File: config.mk
export PLATFORM = sky130hd
export DESIGN_NAME = seq_mult_shift_add_flat
export DESIGN_NICKNAME = d
export VERILOG_FILES = /design/src/rtl/seq_mult_shift_add_if.sv /design/src/rtl/seq_mult_shift_add.sv /design/src/flat_wrapper.sv
export SDC_FILE = /design/constraint.sdc
export NUM_CORES = 1
export LEC_CHECK = 0
export CORE_MARGIN = 5
export CORE_UTILIZATION = 35
export CTS_BUF_LIST = sky130_fd_sc_hd__clkbuf_16
export DETAILED_ROUTE_END_ITERATION = 16
export PLACE_DENSITY = 0.55
export SETUP_SLACK_MARGIN = 0.1
export SYNTH_ARGS = -nofsm -noshare
export SYNTH_HDL_FRONTEND = slang
export SYNTH_SLANG_ARGS = --single-unit
File: constraint.sdc
create_clock -name clk -period 3.8 [get_ports clk]
set_clock_uncertainty 0.05 [all_clocks]
set_input_delay 0.76 -clock clk [delete_from_list [all_inputs] [get_ports clk]]
set_output_delay 0.76 -clock clk [all_outputs]
set_load 0.02 [all_outputs]
File: src/rtl/seq_mult_shift_add_if.sv
// Handshake and operand/result bundle for seq_mult_shift_add.
interface seq_mult_shift_add_if #(
  parameter int unsigned WIDTH = 8
) ();
  logic               start;
  logic               sgn;
  logic [WIDTH-1:0]   a;
  logic [WIDTH-1:0]   b;
  logic               busy;
  logic               done;
  logic [2*WIDTH-1:0] p;

  modport master (
    output start, sgn, a, b,
    input  busy, done, p
  );

  modport slave (
    input  start, sgn, a, b,
    output busy, done, p
  );
endinterface

File: src/rtl/seq_mult_shift_add.sv
// Sequential shift-and-add multiplier: one WIDTH-bit add per cycle on operand magnitudes,
// with the sign applied by a conditional two's-complement negate when the result is stored.
module seq_mult_shift_add #(
  parameter int unsigned WIDTH = 8
) (
  input logic                 clk,
  input logic                 rst_n,
  seq_mult_shift_add_if.slave bus
);
  localparam int unsigned CntW = $clog2(WIDTH);

  localparam logic [1:0] StIdle = 2'd0;
  localparam logic [1:0] StRun  = 2'd1;
  localparam logic [1:0] StDone = 2'd2;

  localparam logic [CntW-1:0] CntLast = CntW'(WIDTH - 1);

  logic [1:0]         state_q, state_d;
  logic [CntW-1:0]    cnt_q, cnt_d;
  logic [WIDTH-1:0]   mcand_q, mcand_d;
  logic               neg_q, neg_d;
  logic [2*WIDTH-1:0] acc_q, acc_d;
  logic [2*WIDTH-1:0] p_q, p_d;

  logic [WIDTH-1:0]   mag_a, mag_b;
  logic [WIDTH:0]     sum;
  logic [2*WIDTH-1:0] acc_step;

  // Magnitudes fit in WIDTH bits unsigned, including the most negative value.
  always_comb begin
    mag_a = (bus.sgn && bus.a[WIDTH-1]) ? (~bus.a + WIDTH'(1)) : bus.a;
    mag_b = (bus.sgn && bus.b[WIDTH-1]) ? (~bus.b + WIDTH'(1)) : bus.b;
  end

  // acc = {hi, lo}; the adder carry becomes the new top bit after the right shift.
  always_comb begin
    sum      = {1'b0, acc_q[2*WIDTH-1:WIDTH]} + (acc_q[0] ? {1'b0, mcand_q} : '0);
    acc_step = {sum, acc_q[WIDTH-1:1]};
  end

  always_comb begin
    state_d = state_q;
    cnt_d   = cnt_q;
    mcand_d = mcand_q;
    neg_d   = neg_q;
    acc_d   = acc_q;
    p_d     = p_q;
    case (state_q)
      StIdle: begin
        if (bus.start) begin
          mcand_d = mag_a;
          acc_d   = {{WIDTH{1'b0}}, mag_b};
          neg_d   = bus.sgn & (bus.a[WIDTH-1] ^ bus.b[WIDTH-1]);
          cnt_d   = '0;
          state_d = StRun;
        end
      end
      StRun: begin
        acc_d = acc_step;
        cnt_d = cnt_q + CntW'(1);
        if (cnt_q == CntLast) begin
          p_d     = neg_q ? (~acc_step + (2*WIDTH)'(1)) : acc_step;
          cnt_d   = '0;
          state_d = StDone;
        end
      end
      StDone: begin
        state_d = StIdle;
      end
      default: begin
        state_d = StIdle;
      end
    endcase
  end

  always_ff @(posedge clk or negedge rst_n) begin
    if (!rst_n) begin
      state_q <= StIdle;
      cnt_q   <= '0;
      mcand_q <= '0;
      neg_q   <= 1'b0;
      acc_q   <= '0;
      p_q     <= '0;
    end else begin
      state_q <= state_d;
      cnt_q   <= cnt_d;
      mcand_q <= mcand_d;
      neg_q   <= neg_d;
      acc_q   <= acc_d;
      p_q     <= p_d;
    end
  end

  assign bus.busy = (state_q != StIdle);
  assign bus.done = (state_q == StDone);
  assign bus.p    = p_q;

endmodule

File: src/flat_wrapper.sv
// flat-port wrapper written by rule: the top's interface ports become plain ports
module seq_mult_shift_add_flat 
#(
  parameter int unsigned WIDTH = 8
)
  (clk, rst_n, bus_start, bus_sgn, bus_a, bus_b, bus_busy, bus_done, bus_p);
  seq_mult_shift_add_if #(.WIDTH(WIDTH)) bus_i ();
  input logic clk;
  input logic rst_n;
  input wire logic [$bits(bus_i.start)-1:0] bus_start;
  input wire logic [$bits(bus_i.sgn)-1:0] bus_sgn;
  input wire logic [$bits(bus_i.a)-1:0] bus_a;
  input wire logic [$bits(bus_i.b)-1:0] bus_b;
  output wire logic [$bits(bus_i.busy)-1:0] bus_busy;
  output wire logic [$bits(bus_i.done)-1:0] bus_done;
  output wire logic [$bits(bus_i.p)-1:0] bus_p;
  assign bus_i.start = bus_start;
  assign bus_i.sgn = bus_sgn;
  assign bus_i.a = bus_a;
  assign bus_i.b = bus_b;
  assign bus_busy = bus_i.busy;
  assign bus_done = bus_i.done;
  assign bus_p = bus_i.p;
  seq_mult_shift_add #(.WIDTH(WIDTH)) u_core (.clk(clk), .rst_n(rst_n), .bus(bus_i));
endmodule
==> summary.txt, run 1 <==
Timing
  • Setup TNS: 0 ns
  • Relative slew slack: a little under a third
  • Hold Violations, Final: 0
  • Period minus WS final: 2.99 ns
  • Period utilization: a little under 80%
  • Worst-margin pin slew: slightly above 1 ns
  • Final setup fails: 0
  • Final hold slack: roughly 0.42 ns
  • RSZ-0062 raised after global routing: no
  • Worst setup margin: slightly above 0.8 ns
  • Final max-slew violation count: 0
  • FMAX: about 330 MHz

Detailed routing
  • Via density: a little under 5
  • Final WL: a little under 6000 um
  • Vias: about 2200
  • Post-route ant nets: 0
  • First-pass iteration count of the detailed router: 4
  • Drt initial violations: around 80
  • DRC Markers: 0
  • Routed length per instance: about 13 um

Clock network
  • Post-CTS setup buffers: 0
  • CTS clk-pin slew, worst paths: around 0.06 ns
  • Clk_lat worst skew: about 0.28 ns
  • CTS H-tree depth: 2
  • Maximum clock path buffer count: 2
  • CTS Sinks: 46
  • CTS root buf: clkbuf_16
  • Cts hold-fix bufs: 0
  • CTS tree: yes
  • CTS Buf Count: 5
  • # resized after CTS: 0

Synthesis
  • FFs w/ async S/R, synth: 100%
  • Sequential-to-total area share from yosys stat: just over 40%
  • Compound-Gate Fraction of Synth Area: roughly 17%
  • Number of synthesized flops with an enable pin: 0
  • Post-Synthesis Cells: 315
  • Post-synthesis simple-gate area fraction: a little over a fifth
  • Syn_area_per_cell: around 9.0 um^2
  • Syn nets: 349
  • Dominant synthesized flop cell: dfrtp_1
  • Yosys reg bits: 46
  • Adder-Cell Fraction of Synth Area: approximately 6.4%
  • Syn. warnings: 0
  • Cell variety after synth: 48
  • Post-synthesis mux area share: under 10%
  • Cell area after synthesis: 0.00283 mm^2
  • Main combinational cell family by area after synthesis: simple AND/OR/NAND/NOR gates
  • Post-Synth XOR/XNOR Area: 8.35%

Critical path
  • Worst setup EP type: flip-flop
  • Setup Crit Path Kind: flip-flop to flip-flop
  • Worst-path fanout max: 9
  • CP required: a little under 4 ns
  • Critical path's largest stage delay: approximately 0.44 ns
  • Crit-path cells: and2_1 -> ha_1 -> fa_1 -> a211oi_1 -> nor2_1 -> xor2_1 -> nor3_2 -> and3_2 -> or3_1
  • CP Launch Type: flip-flop
  • Slowest CP cell: dfrtp_1
  • WP data arrival: slightly above 3 ns

Layout
  • Most frequent cells in the layout: 59 x nand2_1, 46 x dfrtp_1, 39 x o21ai_0, 36 x clkdlybuf4s50_1, 16 x nor2_1
  • Layout cells sized above 1: roughly 6.1%
  • # diodes: 0
  • Nets: approximately 380
  • Commonest non-fill, non-tap cell in the layout: nand2_1
  • Synth-to-Final Area Change: 19.8%
  • Post-route cell area: ~0.0034 mm^2

Die
  • Die W: between 90 and 100 um
  • Die area: 0.00999 mm^2
  • Row cnt: 32
  • Height of the die: between 90 and 100 um
  • Starting Density: between 30% and 40%
  • Core ar.: just under 0.008 mm^2
  • Top-level I/O count: 38

Placed design
  • Placed cell area: between 0.003 and 0.004 mm^2
  • PortBufs: 37
  • Final RePlAce weighted congestion: approximately 0.76
  • Worst slack, placed: 0.817 ns
  • DP Wirelength: between 4000 and 5000 um

GRT
  • Total GRT Usage: 12.9%
  • Grt ovf: 0
  • Vias in the first global route: 2233
  • Initial antenna violation count: 0
  • Global-route wire length before repair: between 10000 and 15000 um
  • Largest net degree at the start of global routing: between 40 and 50

Run status
  • Outcome: finished clean

Power and ir drop
  • PwrDens: about 800 mW/mm^2
  • Pwr Total: ~2800 uW
  • VDD IR max: around 400 uV
  • Static leakage: between 0.001 and 0.0015 uW

Flow run
  • Maxcap violations: 0

Worst hold path
  • HP Class: flip-flop to flip-flop
==> report_power, final <==
| group | switching (uW) | internal [uW] |
|---|---|---|
| Combinational | 831 | 615 |
| Sequential | 199 | 721 |
| Clock | 165 | 234 |
| Total | 1200 | 1570 |
==> logic make-up (layout without fill, tap and decap cells) <==
group                      count (synthesis)  in the layout
DFF                                       46             46
and+or+nand+nor                          123            123
adders and majority gates                 14             14
xor gates and xnor gates                  27             27
buffers and inverters                     25             56
AOI/OAI and AO/OA                         76             76
muxes                                      4              4
==> Yosys cell counts, drive strengths merged, types with 2 or more instances <==
library cell	n	area [um^2]
nor3b	4	30.0
mux2i	3	30.0
inv	11	41.3
nand3	13	65.1
nor2b	4	25.0
a22oi	6	45.0
nand2	59	221
a31oi	3	18.8
ha	13	163
a21oi	5	25.0
o21bai	3	22.5
or3	3	18.8
o41ai	2	17.5
xor2	14	123
o31ai	6	50.1
nand4	2	12.5
xnor2	13	114
clkbuf	11	41.3
buf	3	33.8
o21ai	41	205
a211oi	3	27.5
and2	9	56.3
dfrtp	46	1150
nor3	5	41.3
nor2	16	60.1
==> worst max-delay path: cells and delay by family, from the launching register on <==
kind | cells | cell delay, ns
simple gates | 5 | 0.92
fa+ha+maj | 2 | 0.62
flops | 1 | 0.44
xor+xnor | 1 | 0.43
compound gates | 1 | 0.40
==> worst paths after layout <==
check | slack (ns) | cells after the start | start | end
worst max-delay path | 0.81 | 9 | u_core.acc_q[0]$_DFFE_PN0P_ | u_core.bus.p[15]$_DFFE_PN0P_
worst min-delay path | 0.42 | 2 | u_core.mcand_q[7]$_DFFE_PN0P_ | u_core.mcand_q[7]$_DFFE_PN0P_
worst max register to register | 0.81 | 9 | u_core.acc_q[0]$_DFFE_PN0P_ | u_core.bus.p[15]$_DFFE_PN0P_
worst min register to register | 0.42 | 2 | u_core.mcand_q[7]$_DFFE_PN0P_ | u_core.mcand_q[7]$_DFFE_PN0P_
max in group asynchronous | 2.45 | 1 | rst_n | u_core.acc_q[13]$_DFFE_PN0P_
min in group asynchronous | 0.61 | 1 | rst_n | u_core.bus.p[14]$_DFFE_PN0P_
==> per-layer routing <==
layer  wire, um  GRT usage (%)  up-vias
met5          0              0        -
met4         42           3.78        0
met3        264           2.85        2
met2       2560           19.3       40
met1       3080           18.5     1023
li1           -              -     1158
==> sequential cells by signal, indices dropped and copies added, names as in the netlist <==
name	count
u_core.mcand_q	8
u_core.bus.p	16
u_core.neg_q	1
u_core.cnt_q	3
u_core.state_q	2
u_core.acc_q	16
==> stage by stage <==
stage,cells,util [%]
4_1_cts,448,43.5
5_1_grt,448,43.5
3_3_place_gp,442,41.8
3_5_place_dp,442,41.8
2_1_floorplan,315,-
6_report,448,43.5
==> area by class of cell <==
cell class,instances,area [um^2]
tap,102,128
fill,786,4410
clock buffer,5,125
timing repair buffer,39,380
multi-input combinational,244,1570
clock inverter,1,3.75
sequential,46,1150
inverter,11,41.3
No activity file was read; power rests on OpenSTA's default activity.
==> run 2, diff against run 1 <==
--- a/config.mk
+++ b/config.mk
@@ -9,7 +9,7 @@
 export CORE_UTILIZATION = 35
 export CTS_BUF_LIST = sky130_fd_sc_hd__clkbuf_16
 export DETAILED_ROUTE_END_ITERATION = 16
-export PLACE_DENSITY = 0.55
+export PLACE_DENSITY = 0.57
 export SETUP_SLACK_MARGIN = 0.1
 export SYNTH_ARGS = -nofsm -noshare
 export SYNTH_HDL_FRONTEND = slang
==> constraint.sdc (replaced) <==
create_clock -name clk -period 2.64 [get_ports clk]
set_clock_uncertainty 0.05 [all_clocks]
set_input_delay 0.528 -clock clk [delete_from_list [all_inputs] [get_ports clk]]
set_output_delay 0.528 -clock clk [all_outputs]
set_load 0.02 [all_outputs]
==> summary.txt, run 2 (synthesis results as in run 1) <==
Timing
  • Worst-margin pin slew: 0.644 ns (-0.381 ns)
  • Final max-slew violation count: 0 (unchanged)
  • Period utilization: 97.4% (+19 points)
  • Final setup fails: 0 (unchanged)
  • Relative slew slack: 57.0% (+25 points)
  • RSZ-0062 raised after global routing: yes
  • Setup TNS: 0 ns (unchanged)
  • Hold Violations, Final: 0 (unchanged)
  • Period minus WS final: 2.57 ns (-0.419 ns)
  • FMAX: 389 MHz (+16%)

Detailed routing
  • Drt initial violations: 72 (-7.7%)
  • Routed length per instance: 14.0 um (+5.3%)
  • First-pass iteration count of the detailed router: 4 (unchanged)
  • Post-route ant nets: 0 (unchanged)
  • Via density: 4.89 (-1.4%)
  • Vias: 2319 (+4.3%)
  • DRC Markers: 0 (unchanged)
  • Final WL: 6620 um (+11%)

Layout
  • Nets: 405 (+6.3%)
  • Commonest non-fill, non-tap cell in the layout: nand2_1
  • Most frequent cells in the layout: 59 x nand2_1, 46 x dfrtp_1, 37 x o21ai_0, 36 x clkdlybuf4s50_1, 24 x buf_4
  • Fill cells: 755 (-3.9%)
  • # diodes: 0 (unchanged)
  • Sequential standard cell area: 0.00115 mm^2 (unchanged)
  • Synth-to-Final Area Change: 35.2%
  • Multi-input combinational cell area: 0.00177 mm^2 (+13%)
  • Post-Layout Cell Count: 474 (+5.8%)
  • Layout cells sized above 1: 17.7% (+12 points)

Die
  • Core ar.: 0.00781 mm^2 (unchanged)
  • Starting Density: 36.3% (unchanged)
  • Row cnt: 32 (unchanged)
  • Height of the die: 100 um (unchanged)
  • Die area: 0.00999 mm^2 (unchanged)
  • Die W: 100 um (unchanged)
  • Top-level I/O count: 38 (unchanged)

Power and ir drop
  • Logic pwr share: 58.0% (+5.7 points)
  • P_int: 2840 uW (+81%)
  • Sw Ratio: 41.8% (-1.4 points)
  • Clock Power Share: 14.6% (+0.2 points)
  • Sequential power share: 27.4% (-5.9 points)
  • Switching Power: 2040 uW (+70%)
  • PwrDens: 1270 mW/mm^2 (+56%)
  • VDD IR max: 457 uV (+14%)
  • Static leakage: 0.00163 uW (+12%)

Critical path
  • Reg2reg end: u_core.bus.p[15]$_DFFE_PN0P_
  • Setup Crit Path Kind: flip-flop to flip-flop
  • CP required: 2.75 ns (-1.16 ns)
  • Worst-path fanout max: 3 (-6)
  • Flop-to-flop setup slack: 0.07 ns (-0.74 ns)
  • R2r startpoint: u_core.acc_q[0]$_DFFE_PN0P_
  • Worst setup EP type: flip-flop
  • CP Launch Type: flip-flop
  • R2R depth: 11 (+2)
  • WP data arrival: 2.68 ns (-0.42 ns)

GRT
  • Total GRT Usage: 13.9% (+1.1 points)
  • Global-route wire length before repair: 11200 um (+7.0%)
  • Grt ovf: 0 (unchanged)
  • Initial antenna violation count: 0 (unchanged)
  • Vias in the first global route: 2365 (+5.9%)
  • Largest net degree at the start of global routing: 29 (-38%)

Placed design
  • DP Wirelength: 4960 um (+8.7%)
  • PortBufs: 37 (unchanged)
  • DP Cell Count: 459 (+3.8%)
  • Final RePlAce weighted congestion: 0.765 (+1.3%)

Clock network
  • CTS H-tree depth: 2 (unchanged)
  • CTS clk-pin slew, worst paths: 0.06 ns (about the same)
  • Maximum clock path buffer count: 2 (unchanged)
  • Clk_lat worst skew: 0.29 ns (about the same)
  • CTS tree: yes
  • CTS Sinks: 46 (unchanged)
  • CTS root buf: clkbuf_16
  • CTS Buf Count: 5 (unchanged)

Run status
  • Outcome: finished clean

Flow run
  • Maxcap violations: 0 (unchanged)

Worst hold path
  • HP Class: input pin to async pin
[run 2: cell count changes in the layout (fill, tap and decap cells not counted), sizes merged]
| cell | change |
|---|---|
| bufinv | +1 |
| clkinv | -1 |
| clkinvlp | +1 |
| buf | +24 |
| inv | +1 |
[run 2: how the worst max path moves through the flow]
stage / end / depth (start not counted) / slack [ns] / startpoint
floorplan: u_core.bus.p[14]$_DFFE_PN0P_ / 9 / 0.07 / u_core.acc_q[0]$_DFFE_PN0P_
global placement: u_core.bus.p[15]$_DFFE_PN0P_ / 9 / -0.002 / u_core.acc_q[0]$_DFFE_PN0P_
detailed placement: u_core.bus.p[15]$_DFFE_PN0P_ / 9 / -0.07 / u_core.acc_q[0]$_DFFE_PN0P_
CTS: u_core.bus.p[15]$_DFFE_PN0P_ / 10 / 0.06 / u_core.acc_q[0]$_DFFE_PN0P_
global route: u_core.bus.p[15]$_DFFE_PN0P_ / 10 / -0.02 / u_core.acc_q[0]$_DFFE_PN0P_
finish: u_core.bus.p[15]$_DFFE_PN0P_ / 11 / 0.07 / u_core.acc_q[0]$_DFFE_PN0P_
[run 2: worst max-delay path, stage by stage, from the launching register on]
cell	delay (ns)
dfrtp_1	0.39
and2_4	0.15
ha_4	0.15
buf_4	0.12
buf_4	0.13
a211oi_4	0.29
buf_6	0.16
o21ba_4	0.17
o2111ai_4	0.14
nor3_2	0.22
a21oi_1	0.09
or3_1	0.38
[run 2: metal layers]
layer | routed length (um) | global-route usage (%)
met1 | 3210 | 18.7
met2 | 3060 | 22.8
met3 | 266 | 2.22
met5 | 0 | 0
met4 | 91 | 4.73
[run 2: through the flow]
step                      total power, uW  cell area (um^2)  util, %  hold slack, ns  setup slack [ns]
final                                4870              3830     49.0           0.130            0.0699
after global routing                 5280              3830     49.0           0.166           -0.0225
after CTS                            4770              3760     48.2           0.135            0.0569
after detailed placement             3710              3430     43.9           0.418           -0.0702
after global placement               3670              3430     43.9           0.408          -0.00241
after floorplan                      2850              2850        -           0.182            0.0721
[run 2: what timing repair did]
item                       in CTS  in global routing
pin swaps                       9                  8
hold buffers                    0                  0
resized for setup              20                 12
setup buffers                   6                  1
setup endpoints to repair       4                  4
[run 2: area by class of cell]
cell class	count	share of cell area [%]
clock buffers	5	3.27
clock inverters	3	1.08
inverters	11	1.08
multi-input cells	244	46.1
flip-flops and latches	46	30.1
well taps	102	3.33
repair buffers	63	15.1
[run 2: power groups by stage]
stage               Clock [uW]  Combinational (uW)  Sequential, uW
floorplan                    0                1470            1380
global route               762                3130            1390
finish                     711                2830            1340
detailed placement           0                2370            1340
global placement             0                2340            1330
CTS                        732                2710            1330
==> run 3, diff against run 2 <==
--- a/config.mk
+++ b/config.mk
@@ -5,12 +5,14 @@
 export SDC_FILE = /design/constraint.sdc
 export NUM_CORES = 1
 export LEC_CHECK = 0
+export CAP_MARGIN = 20
 export CORE_MARGIN = 5
 export CORE_UTILIZATION = 35
 export CTS_BUF_LIST = sky130_fd_sc_hd__clkbuf_16
 export DETAILED_ROUTE_END_ITERATION = 16
 export PLACE_DENSITY = 0.57
 export SETUP_SLACK_MARGIN = 0.1
+export SLEW_MARGIN = 10
 export SYNTH_ARGS = -nofsm -noshare
 export SYNTH_HDL_FRONTEND = slang
 export SYNTH_SLANG_ARGS = --single-unit
==> results of run 3 <==
Final layout, timing and power as in run 2 (identical DEF).
